`src/rtl/seg_scan_driver.sv`:
```
// Multiplexed 8-digit hex 7-segment driver. A latched 32-bit word is scanned
// one digit per slot; new values take effect only at the end of a full frame.
module seg_scan_driver #(
    parameter int CLK_DIV  = 100000,
    parameter bit BLANK_LZ = 1'b1
) (
    input  logic        clk,
    input  logic        RST,
    input  logic [31:0] din,
    input  logic        load,
    output logic [7:0]  SEG,
    output logic [7:0]  AN
);

    localparam int CNT_W = (CLK_DIV > 1) ? $clog2(CLK_DIV) : 1;
    localparam logic [CNT_W-1:0] CNT_MAX = CNT_W'(CLK_DIV - 1);

    logic [CNT_W-1:0] cnt;
    logic [2:0]       idx;
    logic [31:0]      pend_val;
    logic             pend_flag;
    logic [31:0]      disp_val;

    logic        tick;
    logic        frame_end;
    logic [3:0]  nib;
    logic [31:0] upper;
    logic        blank;

    function automatic logic [7:0] hex7(input logic [3:0] n);
        logic [7:0] s;
        case (n)
            4'h0: s = 8'hC0;
            4'h1: s = 8'hF9;
            4'h2: s = 8'hA4;
            4'h3: s = 8'hB0;
            4'h4: s = 8'h99;
            4'h5: s = 8'h92;
            4'h6: s = 8'h82;
            4'h7: s = 8'hF8;
            4'h8: s = 8'h80;
            4'h9: s = 8'h90;
            4'hA: s = 8'h88;
            4'hB: s = 8'h83;
            4'hC: s = 8'hC6;
            4'hD: s = 8'hA1;
            4'hE: s = 8'h86;
            default: s = 8'h8E;
        endcase
        return s;
    endfunction

    // Digit idx is blank when it and every more significant nibble are zero.
    always_comb begin
        tick      = (cnt == CNT_MAX);
        frame_end = tick && (idx == 3'd7);
        nib       = disp_val[{idx, 2'b00} +: 4];
        upper     = disp_val >> {idx, 2'b00};
        blank     = BLANK_LZ && (idx != 3'd0) && (upper == 32'd0);
    end

    // load is a single-cycle strobe with no back-pressure: every asserted
    // cycle is accepted, and a later load in the same frame replaces an
    // earlier pending one.
    always_ff @(posedge clk) begin
        if (RST) begin
            cnt       <= '0;
            idx       <= 3'd0;
            pend_val  <= 32'd0;
            pend_flag <= 1'b0;
            disp_val  <= 32'd0;
            SEG       <= 8'hFF;
            AN        <= 8'hFF;
        end else begin
            cnt <= tick ? '0 : cnt + CNT_W'(1);
            if (tick)
                idx <= idx + 3'd1;

            if (load && frame_end) begin
                disp_val  <= din;
                pend_flag <= 1'b0;
            end else if (frame_end && pend_flag) begin
                disp_val  <= pend_val;
                pend_flag <= 1'b0;
            end else if (load) begin
                pend_val  <= din;
                pend_flag <= 1'b1;
            end

            AN  <= ~(8'b1 << idx);
            SEG <= blank ? 8'hFF : hex7(nib);
        end
    end

endmodule

```
`config.mk`:
```
export PLATFORM = sky130hd
export DESIGN_NAME = seg_scan_driver
export DESIGN_NICKNAME = d
export VERILOG_FILES = /design/src/rtl/seg_scan_driver.sv
export SDC_FILE = /design/constraint.sdc
export NUM_CORES = 1
export LEC_CHECK = 0
export BUFFER_PORTS_ARGS = -buffer_cell sky130_fd_sc_hd__buf_2
export CAP_MARGIN = 20
export CORE_ASPECT_RATIO = 1.2
export CORE_MARGIN = 2
export CORE_UTILIZATION = 53
export DETAILED_ROUTE_END_ITERATION = 7
export PLACE_DENSITY = 0.8
export SLEW_MARGIN = 20
export SYNTH_ARGS = -nofsm -noshare
export SYNTH_HDL_FRONTEND = slang
export SYNTH_SLANG_ARGS = --single-unit
```
`constraint.sdc`:
```
create_clock -name clk -period 2.5 [get_ports clk]
set_input_delay 0.125 -clock clk [delete_from_list [all_inputs] [get_ports clk]]
set_output_delay 0.125 -clock clk [all_outputs]
set_load 0.01 [all_outputs]
```
==> qor.yml, run 1 <==
clocking:
  cts.clk_slew.worst_paths_ns: 0.09
  clock_path_buffers: 2
  cts.root.buffer_cell: "clkbuf_8"
  clkSinkCount: 100
  clk-insertion-delay-late_ns: 0.37
  cts_tree: "yes"
  numCtsBuffers: 9
  h-tree-depth: 3
synth:
  yosys_warnings: 0
  synth_seq_cells: 100
  synth.top_cells.by_area: "dfxtp_1, nor2_1, mux2i_1"
  synth-main-ff-cell: "dfxtp_1"
  syn_nets: 569
  synthCells: 522
  synth_edf_count: 0
  synth_area_per_cell_um2: 8.96
  yosysUniqueCellTypes: 53
  yosysSeqAreaShare_pct: 42.8
  postSynth.asyncResetShare_pct: 0
  netlist_area_um2: 4680
  synth_top_area_share_pct: 42.8
  synth_top_area_cell: "dfxtp_1"
placed_design:
  pre_cts_slack_ns: 0.0359
  hpwl_um: 7420
  dp_cells: 683
  io_buffers: 49
  gp_congestion: 1.03
drt:
  routedWlPerCell_um: 14.4
  wirelength_um: 10100
  routed_via_density: 5.59
  via_count: 3925
  post-route-drc-count: 0
  drt_iter0_drc: 229
  firstDrtPassIters: 6
  ant_nets: 0
setup_path:
  critPathLaunch: "cnt[11]"
  endpoint_kind: "flop"
  reg2reg_depth: 6
  worstPathArrival_ns: 2.68
  cp_max_fo: 11
  path_class: "flop to flop"
  crit_end: "disp_val[30]"
  timing.rr.start: "cnt[11]"
  r2r_slack_ns: 0.11
  setup.worst_path.start_class: "flop"
  r2r-end: "disp_val[30]"
  required_ns: 2.78
timing:
  slew_viol_final: 0
  slew_headroom_pct: 57.1
  fmax_mhz: 418
  worst_slew_pin_slew_ns: 0.637
  grt_setup_unrepaired: "false"
  setup_slack_ns: 0.105
  finClkSkew_ns: 0.00988
  hold_ws_ns: 0.00541
  timing.final.crit_share_pct: 95.8
  fin_crit_ns: 2.39
  setup-tns-final_ns: 0
  final_hold_viol_count: 0
  setup_viol: 0
floorplan:
  die_w_um: 89.8
  start_util_pct: 54.6
  boundaryPins: 51
  dieArea_um2: 9600
  rows: 37
  fp.dieH_um: 107
  core_area_um2: 8560
final_layout:
  nets: 627
  fillers: 694
  syn_to_final_growth_pct: 14.7
  instances_no_fill: 702
  antenna_cells: 0
  drive_gt1_share_pct: 21.5
pwr:
  power_switching_mw: 0.680
  p_int_mw: 2.14
  leakage_nw: 2.17
  clkPwrFrac_pct: 34.1
  seq_power_share_pct: 58.7
  swShare_pct: 24.1
  ir_drop_v: 0.000301
  p_per_area_nw_per_um2: 525
  combPwrFrac_pct: 7.1
grt:
  antenna_found_initial: 0
  track_usage_pct: 21.8
  grt_overflow_total: 0
  grt_max_degree: 33
  grt_pass1_vias: 3902
  grt_pass1_wl_um: 17300
hold_path:
  hold_path_depth: 3
  hp-class: "input pin to flop"
status:
  status: "finished clean"
run:
  drv_cap: 0
worst max-delay path: stages, from the launching register on:
cell     delay (ns)
dfxtp_1        0.36
or4b_1         0.56
or4_4          0.50
nor4_4         0.34
buf_4          0.25
nor2_1         0.05
o31ai_1        0.25
layout make-up:
type	instances	area (um^2)	share of cell area, %
clock buffer	11	151	2.82
clock inverter	5	33.8	0.630
inverter	15	56.3	1.05
multi-input combinational	377	2480	46.3
sequential	100	2000	37.4
tap	117	146	2.73
timing repair buffer	77	489	9.12
routing by layer:
layer	vias up	wire [um]	global-route usage, %
met5	-	0	0
met4	0	360	10.9
met3	37	539	5.13
met2	137	5100	38.1
met1	1840	4120	25.2
li1	1911	-	-
flip-flops by register name, summed over array words and instances, names as in the netlist:
register   flops
pend_val      32
SEG            7
idx            3
disp_val      32
AN             8
pend_flag      1
cnt           17
cells in the final DEF, fill, tap and decap left out, drive strengths merged, types with 2 or more instances in the layout:
master	count
nor2	135
dfxtp	100
buf	75
nand2	48
mux2i	41
o31ai	33
inv	15
ha	12
clkbuf	11
nand3	9
nor4	9
xor2	8
xnor2	8
mux4	7
nor3	7
o21ai	7
a21oi	6
o22ai	5
nand4	5
a22oi	4
nand2b	4
and3	4
clkinv	3
or2	2
nor4b	2
o221ai	2
a211oi	2
clkinvlp	2
dlygate4sd3	2
or4b	2
or4	2
metrics by stage:
stage / instance area [um^2] / util (%) / power, mW
floorplan: 4700 / - / 1.82
detailed placement: 5130 / 59.9 / 1.89
CTS: 5340 / 62.4 / 2.83
global route: 5370 / 62.6 / 2.92
finish: 5370 / 62.6 / 2.82
global placement: 5130 / 59.9 / 1.88
cells in the mapped netlist, drive strengths merged, types with 4 or more instances:
| cell type | count |
|---|---|
| nor2 | 135 |
| dfxtp | 100 |
| nand2 | 48 |
| mux2i | 41 |
| o31ai | 33 |
| clkbuf | 18 |
| inv | 14 |
| buf | 12 |
| ha | 12 |
| nand3 | 9 |
| nor4 | 9 |
| xnor2 | 8 |
| xor2 | 8 |
| mux4 | 7 |
| nor3 | 7 |
| o21ai | 7 |
| a21oi | 6 |
| nand4 | 5 |
| o22ai | 5 |
| a22oi | 4 |
| and3 | 4 |
| nand2b | 4 |
worst min path at each step:
stage | start | to | slack, ns
after floorplan | din[0] | pend_val[0] | 0.27
after global placement | din[2] | pend_val[2] | 0.37
after detailed placement | din[12] | pend_val[12] | 0.38
after CTS | din[7] | pend_val[7] | 0.003
after global routing | din[27] | pend_val[27] | 0.01
final | din[4] | pend_val[4] | 0.005
power by group through the flow:
stage,Combinational (mW),Sequential [mW],Clock (mW)
floorplan,0.133,1.69,0
global placement,0.192,1.69,0
detailed placement,0.199,1.69,0
CTS,0.202,1.65,0.975
global route,0.225,1.66,1.04
finish,0.201,1.65,0.961
cell families (layout without fill, tap and decap cells):
kind of cell | Yosys count | after routing | synth area share (%)
xor gates and xnor gates | 16 | 16 | 2.99
other | 1 | 1 | 0.0801
DFF | 100 | 100 | 42.8
adders and majority gates | 12 | 12 | 3.21
AOI/OAI and AO/OA | 68 | 68 | 11.9
and+or+nand+nor | 231 | 231 | 21.7
muxes | 49 | 49 | 12.4
buffers and inverters | 45 | 108 | 5.00
what timing repair did:
action	4_1_cts	5_1_grt
pin swaps	1	0
gates resized for setup	0	7
endpoints found under the hold margin	2	0
hold buffers	2	0
setup buffers	1	0
endpoints found under the setup margin	1	51
No activity file was read; power rests on OpenSTA's default activity.
==> run 2, diff against run 1 <==
--- a/config.mk
+++ b/config.mk
@@ -10,7 +10,10 @@
 export CORE_ASPECT_RATIO = 1.2
 export CORE_MARGIN = 2
 export CORE_UTILIZATION = 53
+export CTS_CLUSTER_SIZE = 25
 export DETAILED_ROUTE_END_ITERATION = 7
+export GPL_TIMING_DRIVEN = 0
+export HOLD_SLACK_MARGIN = 0.08
 export PLACE_DENSITY = 0.8
 export SLEW_MARGIN = 20
 export SYNTH_ARGS = -nofsm -noshare
==> run 2 against run 1 <==
Net effect: sequential cell count did not move; worst hold slack improved by 0.26 ns; critical endpoint is now pend_val[22]; clock power rose by 18%; die area did not move; clock-buffer cell count rose by 1; critical path depth rose by 2; final area rose by 7.7%; register-to-register slack barely moved; utilization rose by 4.8 points; critical path type unchanged.
==> qor.yml, run 2 (synthesis results as in run 1) <==
setup_path:
  timing.rr.start: "cnt[0]"
  setup.worst_path.start_class: "flop"
  slowest_delay_ns: 0.59
  r2r-end: "pend_val[22]"
  required_ns: 2.74
  path_class: "flop to flop"
  cp_max_fo: 10
  cp_cell_sequence: "ha_1 > nand3_2 > or4b_4 > o31ai_4 > buf_6 > buf_8 > mux2i_2 > nor2_1"
  endpoint_kind: "flop"
  worstPathArrival_ns: 2.64
  r2r_slack_ns: 0.1
  critPathSlowestCell: "or4b_4"
  reg2reg_depth: 8
hold_path:
  hp-class: "input pin to flop"
  hold_path_depth: 4
  worstHoldEndpoint: "pend_flag"
  holdCritStartpoint: "load"
final_layout:
  top_regs: "disp_val (32), pend_val (32), cnt (17)"
  antenna_cells: 0
  syn_to_final_growth_pct: 23.5
  final_common_cell: "nor2_1"
  nets: 666
  layout_common_cells: "nor2_1, dfxtp_1, buf_2"
  drive_gt1_share_pct: 19.9
  final_core_util_pct: 67.5
grt:
  grtUsageMet2_pct: 43.8
  grt_pass1_wl_um: 18600
  grt_max_degree: 16
  grt_pass1_vias: 4080
  use_met1_pct: 26.9
  grtUsageMet3_pct: 3.72
  antenna_found_initial: 0
  top_usage_layer: "met2"
  grt_overflow_total: 0
  track_usage_pct: 24.1
timing:
  fmax_mhz: 416
  setup_viol: 0
  worst_slew_pin_slew_ns: 0.869
  grt_setup_unrepaired: "false"
  timing.final.crit_share_pct: 96.2
  final_hold_viol_count: 0
  hold_ws_ns: 0.264
  fin_crit_ns: 2.40
  setup_slack_ns: 0.0952
  finClkSkew_ns: 0.0129
  slew_viol_final: 0
  slew_headroom_pct: 41.7
floorplan:
  start_util_pct: 54.6
  fp.dieH_um: 107
  boundaryPins: 51
  rows: 37
  core_area_um2: 8560
  die_w_um: 89.8
  dieArea_um2: 9600
pwr:
  leakage_nw: 2.31
  p_per_area_nw_per_um2: 526
  ir_drop_v: 0.000387
drt:
  routed_via_density: 5.60
  wirelength_um: 11200
  firstDrtPassIters: 5
  via_count: 4151
  post-route-drc-count: 0
  drt_iter0_drc: 308
  routedWlPerCell_um: 15.1
  ant_nets: 0
clocking:
  cts.clk_slew.worst_paths_ns: 0.09
  cts.root.buffer_cell: "clkbuf_8"
  clock_path_buffers: 2
  numCtsBuffers: 9
  cts_tree: "yes"
  clk-insertion-delay-late_ns: 0.37
  h-tree-depth: 3
  clkSinkCount: 100
placed_design:
  io_buffers: 48
  hpwl_um: 7790
  gp_congestion: 0.904
  pre_cts_slack_ns: -0.315
status:
  status: "finished clean"
run:
  drv_cap: 0
-- run 2: cell types whose count changed in the layout (fill, tap and decap cells not counted), moves of 2 or more --
cell           delta
bufinv_16         +2
dlygate4sd3_1    +30
clkbuf_1         +16
buf_4            -16
buf_6             +6
buf_8             +3
clkbuf_2          +2
-- run 2: power breakdown --
part           total (mW)  internal (mW)  leakage, nW  switching, mW
Clock                1.13          0.590        0.107          0.538
Sequential           1.65           1.63        0.817         0.0211
Combinational       0.256          0.124         1.38          0.132
-- run 2: layout make-up --
class                      count  area (um^2)
fill                         687         2790
inverter                      15         56.3
clock inverter                 4         72.6
sequential                   100         2010
buffer                        29          209
tap                          117          146
multi-input combinational    377         2520
clock buffer                  12          145
timing repair buffer          87          621
-- run 2: critical path, delay by kind of cell (launching register included) --
kind            cells  cell delay, ns
simple gates        3            0.80
flops               1            0.37
buf+inv             2            0.32
fa+ha+maj           1            0.26
compound gates      1            0.25
mux                 1            0.25
-- run 2: per-layer routing --
metal	routed length, um	part of all wire, %
met1	4570	41
met2	5670	51
met3	520	4.6
met4	424	3.8
met5	0	0
-- run 2: timing repair --
| action | 4_1_cts | 5_1_grt |
|---|---|---|
| pin swaps | 3 | 1 |
| endpoints found under the setup margin | 78 | 49 |
| gates resized for setup | 15 | 15 |
| hold buffers | 32 | 0 |
| cloned | 0 | 0 |
| endpoints found under the hold margin | 59 | 0 |
| setup buffers | 6 | 1 |
-- run 2: worst max-delay path by stage --
stage,depth (start not counted),slack (ns),from,endpoint
detailed placement,9,-0.32,idx[0],SEG[4]
finish,8,0.1,cnt[0],pend_val[22]
global route,8,0.009,cnt[0],pend_val[22]
CTS,6,0.03,cnt[11],disp_val[3]
floorplan,9,0.05,idx[0],SEG[1]
global placement,9,-0.26,idx[0],SEG[1]
-- run 2: through the flow --
| step | instances | power, mW | cell area [um^2] | TNS, ns |
|---|---|---|---|---|
| final | 741 | 3.04 | 5780 | 0 |
| after global routing | 741 | 3.14 | 5780 | 0 |
| after CTS | 740 | 3.05 | 5720 | 0 |
| after detailed placement | 687 | 1.90 | 5090 | -9.13 |
| after global placement | 687 | 1.89 | 5090 | -5.55 |
| after floorplan | 522 | 1.82 | 4700 | 0 |
